<file path="src/rtl/multi_byte_store_fsm.sv">
// multi_byte_store_fsm: writes a 1..MAX_BYTES value to memory one byte per bus write (ascending store or descending push); ports: clk, reset(async active-low), start/byte_count/stack_mode/base_addr/data_in request, mem_wait stall, mem_address/mem_write/mem_data_out bus, busy/done/end_addr status
module multi_byte_store_fsm #(
  parameter int ADDR_WIDTH = 16,
  parameter int DATA_WIDTH = 8,
  parameter int MAX_BYTES  = 3
) (
  input  logic                            clk,
  input  logic                            reset,
  input  logic                            start,
  input  logic [1:0]                      byte_count,
  input  logic                            stack_mode,
  input  logic [ADDR_WIDTH-1:0]           base_addr,
  input  logic [MAX_BYTES*DATA_WIDTH-1:0] data_in,
  input  logic                            mem_wait,
  output logic [ADDR_WIDTH-1:0]           mem_address,
  output logic                            mem_write,
  output logic [DATA_WIDTH-1:0]           mem_data_out,
  output logic                            busy,
  output logic                            done,
  output logic [ADDR_WIDTH-1:0]           end_addr
);
  localparam int IW = MAX_BYTES > 1 ? $clog2(MAX_BYTES) : 1;
  typedef enum logic [2:0] {IDLE, LATCH_ADDRESS, WRITE_BYTE, CHK_MORE_BYTES, DONE} state_t;
  state_t state, next;
  logic [ADDR_WIDTH-1:0] addr_reg;
  logic [MAX_BYTES-1:0][DATA_WIDTH-1:0] data_reg;
  logic [1:0] remaining;
  logic [IW-1:0] idx;
  logic mode;
  logic accept;
  logic step;
  assign accept = start && byte_count != 2'd0 && 32'(byte_count) <= MAX_BYTES;
  assign step = state == WRITE_BYTE && !mem_wait;
  assign mem_address = addr_reg;
  assign mem_write = state == WRITE_BYTE;
  assign mem_data_out = data_reg[idx];
  assign busy = state != IDLE;
  assign done = state == DONE;
  always_ff @(posedge clk or negedge reset)
    if (!reset) state <= IDLE;
    else state <= next;
  always_comb begin
    next = state;
    case (state)
      IDLE:           next = accept ? LATCH_ADDRESS : IDLE;
      LATCH_ADDRESS:  next = WRITE_BYTE;
      WRITE_BYTE:     next = mem_wait ? WRITE_BYTE : CHK_MORE_BYTES;
      CHK_MORE_BYTES: next = remaining != 2'd0 ? LATCH_ADDRESS : DONE;
      default:        next = IDLE;
    endcase
  end
  // idx only moves while more bytes remain, so it never leaves 0..MAX_BYTES-1
  always_ff @(posedge clk or negedge reset)
    if (!reset) begin
      addr_reg <= '0;
      data_reg <= '0;
      remaining <= '0;
      idx <= '0;
      mode <= 1'b0;
      end_addr <= '0;
    end else if (state == IDLE && accept) begin
      addr_reg <= base_addr;
      data_reg <= data_in;
      remaining <= byte_count;
      mode <= stack_mode;
      idx <= stack_mode ? IW'(byte_count - 2'd1) : '0;
    end else if (step) begin
      addr_reg <= mode ? addr_reg - ADDR_WIDTH'(1) : addr_reg + ADDR_WIDTH'(1);
      remaining <= remaining - 2'd1;
      if (remaining > 2'd1) idx <= mode ? idx - IW'(1) : idx + IW'(1);
    end else if (state == CHK_MORE_BYTES && remaining == 2'd0) begin
      end_addr <= addr_reg;
    end
endmodule

</file>
<file path="config.mk">
export PLATFORM = sky130hd
export DESIGN_NAME = multi_byte_store_fsm
export DESIGN_NICKNAME = d
export VERILOG_FILES = /design/src/rtl/multi_byte_store_fsm.sv
export SDC_FILE = /design/constraint.sdc
export NUM_CORES = 1
export LEC_CHECK = 0
export ABC_AREA = 0
export ABC_CLOCK_PERIOD_IN_PS = 2500
export BUFFER_PORTS_ARGS = -buffer_cell sky130_fd_sc_hd__buf_2
export CAP_MARGIN = 20
export CORE_MARGIN = 4
export CORE_UTILIZATION = 35
export DETAILED_ROUTE_END_ITERATION = 7
export GPL_TIMING_DRIVEN = 0
export SLEW_MARGIN = 0
export SYNTH_ARGS = -nofsm -noshare
export SYNTH_HDL_FRONTEND = slang
export SYNTH_SLANG_ARGS = --single-unit
</file>
<file path="constraint.sdc">
create_clock -name clk -period 2.5 [get_ports clk]
set_input_delay 0.25 -clock clk [delete_from_list [all_inputs] [get_ports clk]]
set_output_delay 0.25 -clock clk [all_outputs]
set_load 0.05 [all_outputs]
</file>
# [After elaboration in Yosys (flattened, before gate mapping)]
# Index checks and enable logic that the tools add are counted.
[totals] ff_bits=64 latch_bits=0 mem_bits_rw=0 mem_bits_ro=0 input_bits=47 word_cells=53 mem_count=0
[op_classes] n_addsub=6 multipliers=0 div=0 n_lt_le_gt_ge=2 n_eq_ne=4 shift=0 mux=16 bitwise=2 n_reduce_logical=14
[op_table] cell="$mux 16" count=3
[op_table] cell="$add 16x1->16 const B" count=1
[op_table] cell="$bmux 8 s2" count=1
[op_table] cell="$sub 16x1->16 const B" count=1
[op_table] cell="$mux 2" count=7
[op_table] cell="$pmux 3 s4" count=1
[op_table] cell="$mux 8" count=1
[op_table] cell="$reduce_bool 2->1" count=4
[op_table] cell="$eq 3x2->1 const B" count=2
[op_table] cell="$sub 2x1->2 const B" count=3
[op_table] cell="$logic_and 1x1->1" count=4
[op_table] cell="$eq 3x1->1 const B" count=1
[op_table] cell="$eq 3x3->1 const B" count=1
[op_table] cell="$logic_not 3->1" count=1
[op_table] cell="$lt 2x3->1 const B" count=1
[op_table] cell="$mux 3" count=1
[op_table] cell="$reduce_and 3->1" count=1
[op_table] cell="$reduce_bool 3->1" count=1
[op_table] cell="$add 2x1->2 const B" count=1
[op_table] cell="$gt 2x1->1 const B" count=1
[op_table] cell="$logic_not 2->1" count=1
[op_table] cell="$mux 1" count=2
[op_table] cell="$not 1->1" count=2
[op_table] cell="$reduce_and 2->1" count=1
[op_table] cell="$logic_not 1->1" count=1

# [Logic depth before layout (Yosys ltp)]
[logic_depth] word_depth=5 depth_mapped=8 ltp_nobuf=8

# [Worst setup path before layout]
# No wires, ideal clock.
[synth_path] path_type="register -> register" start="register addr_reg[0] (netlist: mem_address[0])" end="register addr_reg[12] (netlist: mem_address[12])" setup_ns=0.127 arrival_time_ns=2.205 required_ns=2.373 slack_ns=0.167 stages_incl_launch_ff=9 period_less_slack_ns=2.333 cell_sequence="dfrtp_1 -> fa_1 -> a211oi_1 -> o21bai_1 -> o211ai_1 -> nand3_1 -> a21oi_1 -> xor2_1 -> a21oi_2"
[synth_via] elab_chain_len=4 elab_cells_between_ends=5 classes_between="add/sub (2); mux (3)"
[synth_lines] element="start, declared" line_no="25" rtl="logic [ADDR_WIDTH-1:0] addr_reg;"
[synth_lines] element="start signal, assigned" line_no="62" rtl="addr_reg <= base_addr;"
[synth_lines] element="start signal, assigned" line_no="68" rtl="addr_reg <= mode ? addr_reg - ADDR_WIDTH'(1) : addr_reg + ADDR_WIDTH'(1);"
[synth_lines] element="$add 16x1->16 or $sub 16x1->16 (tied branches)" line_no="68"
[synth_lines] element="$mux 16 *" line_no="68"
[synth_lines] element="$mux 16 *" line_no="67" rtl="end else if (step) begin"
[synth_lines] element="$mux 16 *" line_no="61" rtl="end else if (state == IDLE && accept) begin"
# Mark *: on every way between the ends. The rest lies on a longest branch, timed or not. The select of a mux whose other input is x is not followed.
# A chain may end at the register's enable or synchronous reset.

# [Final worst setup path]
[layout_path] start="register mode" end="register addr_reg[12] (netlist: mem_address[12])"
[layout_via] elab_chain_len=3
[layout_lines] element="start, declared" line_no="29" rtl="logic mode;"
[layout_lines] element="start signal, assigned" line_no="65" rtl="mode <= stack_mode;"
[layout_lines] element="$mux 16" line_no="68"
[layout_lines] element="$mux 16" line_no="67"
[layout_lines] element="$mux 16" line_no="61"
# Every way passes these cells. The select of a mux whose other input is x is not followed.

==> impl_summary.txt <==
----------------------------------------------------
[STA]
  Max-slew headroom ... 43.4%
  Setup repair after global routing missed its margin ... no
  F_max ... 418 MHz
  Setup violation total in the final timing report ... 0
  Hold_ws ... -14.8 ps
  Worst Max-Slew Pin Slew ... 849 ps
  Setup TNS ... 0 ps
  Max-slew violation count ... 0
  Smallest setup slack after layout ... 105 ps
  Period utilization ... 95.8%
  Post-Route Skew ... 8.12 ps
  Final worst path period need ... 2400 ps
  Number of hold-slack violations in the final timing report ... 11

[Setup path]
  Startpoint of the worst-slack reg-to-reg timing path ... mode
  Kind of capture point of the worst setup path ... flip-flop
  Signal arrival time at the worst endpoint ... 2620 ps
  Buffers and inverters on the worst path ... 0
  Crit path cell chain ... fa_1 > a211oi_1 > o21bai_1 > o211ai_1 > nand3_1 > a21oi_1 > xor2_1 > a21oi_2
  Number of cells on the worst reg-to-reg path ... 8
  CP max FO ... 12
  Cell family with the largest share of critical-path delay ... compound AO/OA/AOI/OAI gates
  Setup CP Type ... flip-flop to flip-flop
  Cell type of the slowest stage on the worst timing path ... sky130_fd_sc_hd__dfrtp_4
  Peak per-stage delay on the critical path ... 570 ps
  Launch point of the critical path ... mode
  Startpoint Class ... flip-flop
  Worst setup slack for register-to-register paths ... 100 ps
  Required time of the worst setup path ... 2720 ps
  Stages on the worst setup path ... 8

[Logic synthesis]
  Count of flip-flops with a built-in enable after synthesis ... 0
  Fraction of post-synthesis cell area in the top cell type by area ... 45.2%
  Area contributors post-synth ... sky130_fd_sc_hd__dfrtp_1, sky130_fd_sc_hd__nand2_1, sky130_fd_sc_hd__ha_1
  Cells after synthesis ... 395
  Synthesized area ... 0.00354 sq mm
  Number of warnings issued by yosys ... 0
  Number of synthesized register bits ... 64
  Count of distinct cell types in the synthesized netlist ... 45
  Share of the yosys chip area belonging to registers ... 45.2%
  Most frequent cells after synthesis ... sky130_fd_sc_hd__nand2_1, sky130_fd_sc_hd__dfrtp_1, sky130_fd_sc_hd__a21oi_1
  Async set or reset register ratio after synthesis ... 100%
  Cell with the most instances after synthesis ... sky130_fd_sc_hd__nand2_1
  Avg Inst Size Synth ... 8.97 sq um
  Flip-flop cell with the highest count after synthesis ... sky130_fd_sc_hd__dfrtp_1
  Synthesized Nets ... 460
  Biggest area consumer among synthesized cells ... sky130_fd_sc_hd__dfrtp_1

[Die]
  Std-Cell Core Area ... 0.00982 sq mm
  Num ports ... 90
  Site Rows ... 36
  Vertical extent of the die ... 109 microns
  X dimension of the die ... 109 microns
  Initial Util ... 36.1%
  Die outline area ... 0.0118 sq mm

[Layout]
  Fraction of layout instances using a drive strength above 1 ... 27.4%
  P&R area growth vs syn ... 22.0%
  Number of antenna cells inserted ... 0
  Final design area excluding fillers ... 0.00432 sq mm
  Total Nets Final ... 561
  Sequential cell area in the final layout ... 0.00161 sq mm
  FILL cells ... 1018
  Area of combinational cells with multiple inputs ... 0.00182 sq mm
  Max FFs per register ... 24

[Clock tree]
  Clock Latency Late Sink ... 350 ps
  Clock Sink Count ... 64
  Clock tree from TritonCTS ... yes
  CTS root buffer ... sky130_fd_sc_hd__clkbuf_8
  Clk buf depth ... 2
  Clock-pin slew reported for the worst setup and hold paths after clock tree synthesis ... 70 ps
  Number of buffers added by the clock tree synthesis step ... 9
  Post-CTS Hold Buffers ... 0
  Number of H-tree levels ... 3

[Place]
  Placed Instance Area ... 0.00416 sq mm
  I/O Buffers ... 89
  Pre-CTS setup slack ... -96.8 ps
  Final HPWL from detailed placement ... 6.71 mm
  Final weighted congestion of routability-driven global placement ... 0.855

[Global route]
  Antenna violations before repair ... 0
  First-pass GRT wire length ... 15.0 mm
  Largest net degree at the start of global routing ... 65
  Aggregate global-route resource usage ... 16.2%
  Total congestion overflow after global routing ... 0
  Vias in the first global route ... 3054

[Route]
  DRC violations left ... 0
  Via-to-Cell Ratio ... 4.86
  Routed vias ... 3079
  Wire length after detailed routing ... 9.22 mm
  Detailed Routing Iterations Pass 1 ... 5
  Routed WL per cell ... 14.6 microns
  Initial drt markers ... 187
  Post-route ant nets ... 0

[Worst hold path]
  Worst Hold Class ... input port to async pin

[Run status]
  Result of the run ... complete, but fails checks
  Violated checks ... hold timing

[Run]
  Number of max-cap violations ... 0

----------------------------------------------------
==> layout make-up <==
cell class              instances  area share, %
inverters                       6          0.521
clock buffers                  11           3.04
repair buffers                 90           10.5
multi-input cells             309           42.1
well taps                     133           3.85
clock inverters                 4          0.521
flip-flops and latches         64           37.1
plain buffers                  16           2.29
==> per-layer routing <==
metal / part of all wire, % / up-vias / GRT usage (%)
met4: 1.4 / 0 / 5.41
met1: 46 / 1448 / 21.3
met2: 47 / 71 / 26.6
met5: 0 / - / 0
met3: 5.1 / 13 / 3.61
li1: - / 1547 / -
==> placed cells by master (no fill, tap or decap), types with 8 or more instances in the layout <==
cell type and count:
sky130_fd_sc_hd__xor2_1 9, sky130_fd_sc_hd__o22ai_2 8, sky130_fd_sc_hd__nor2_1 12, sky130_fd_sc_hd__a21oi_1 19
sky130_fd_sc_hd__mux2i_1 9, sky130_fd_sc_hd__nand2_1 148, sky130_fd_sc_hd__o21ai_0 17, sky130_fd_sc_hd__ha_1 17
sky130_fd_sc_hd__clkbuf_8 9, sky130_fd_sc_hd__buf_2 95, sky130_fd_sc_hd__dfrtp_1 63, sky130_fd_sc_hd__a21oi_2 8
==> final timing paths <==
path	endpoint
worst min register to register	end_addr[15]
max in group asynchronous	mode
worst max-delay path	mem_address[12]
worst max register to register	mem_address[12]
min in group clk	data_reg[14]
worst min-delay path	end_addr[7]
==> logic make-up (layout without fill, tap and decap cells) <==
group	Yosys count	count (layout)	synth area share (%)
AOI/OAI and AO/OA	79	79	15.6
xor gates and xnor gates	16	16	3.95
adders and majority gates	18	18	6.57
buffers and inverters	22	127	3.42
DFF	64	64	45.2
muxes	9	9	2.54
and+or+nand+nor	187	187	22.7
==> timing repair <==
action,4_1_cts,5_1_grt
endpoints found under the hold margin,0,0
buffers inserted,0,1
pin swaps,0,1
setup endpoints to repair,6,3
resized for setup,1,1
==> metrics by stage <==
stage / instances / utilization [%]
after floorplan: 395 / -
after global placement: 617 / 42.3
after detailed placement: 617 / 42.3
after CTS: 632 / 43.9
after global routing: 633 / 44.0
final: 633 / 44.0
==> worst register-to-register path, delay by kind of cell, from the launching register on <==
kind                       cells  cell delay (ps)
AOI/OAI and AO/OA              5              940
xor gates and xnor gates       1              190
adders and majority gates      1              460
DFF                            1              570
and+or+nand+nor                1              120
Power is left out: the tool's default activity adds up to more than one toggle a clock period on the data nets, which glitch-free logic cannot reach.
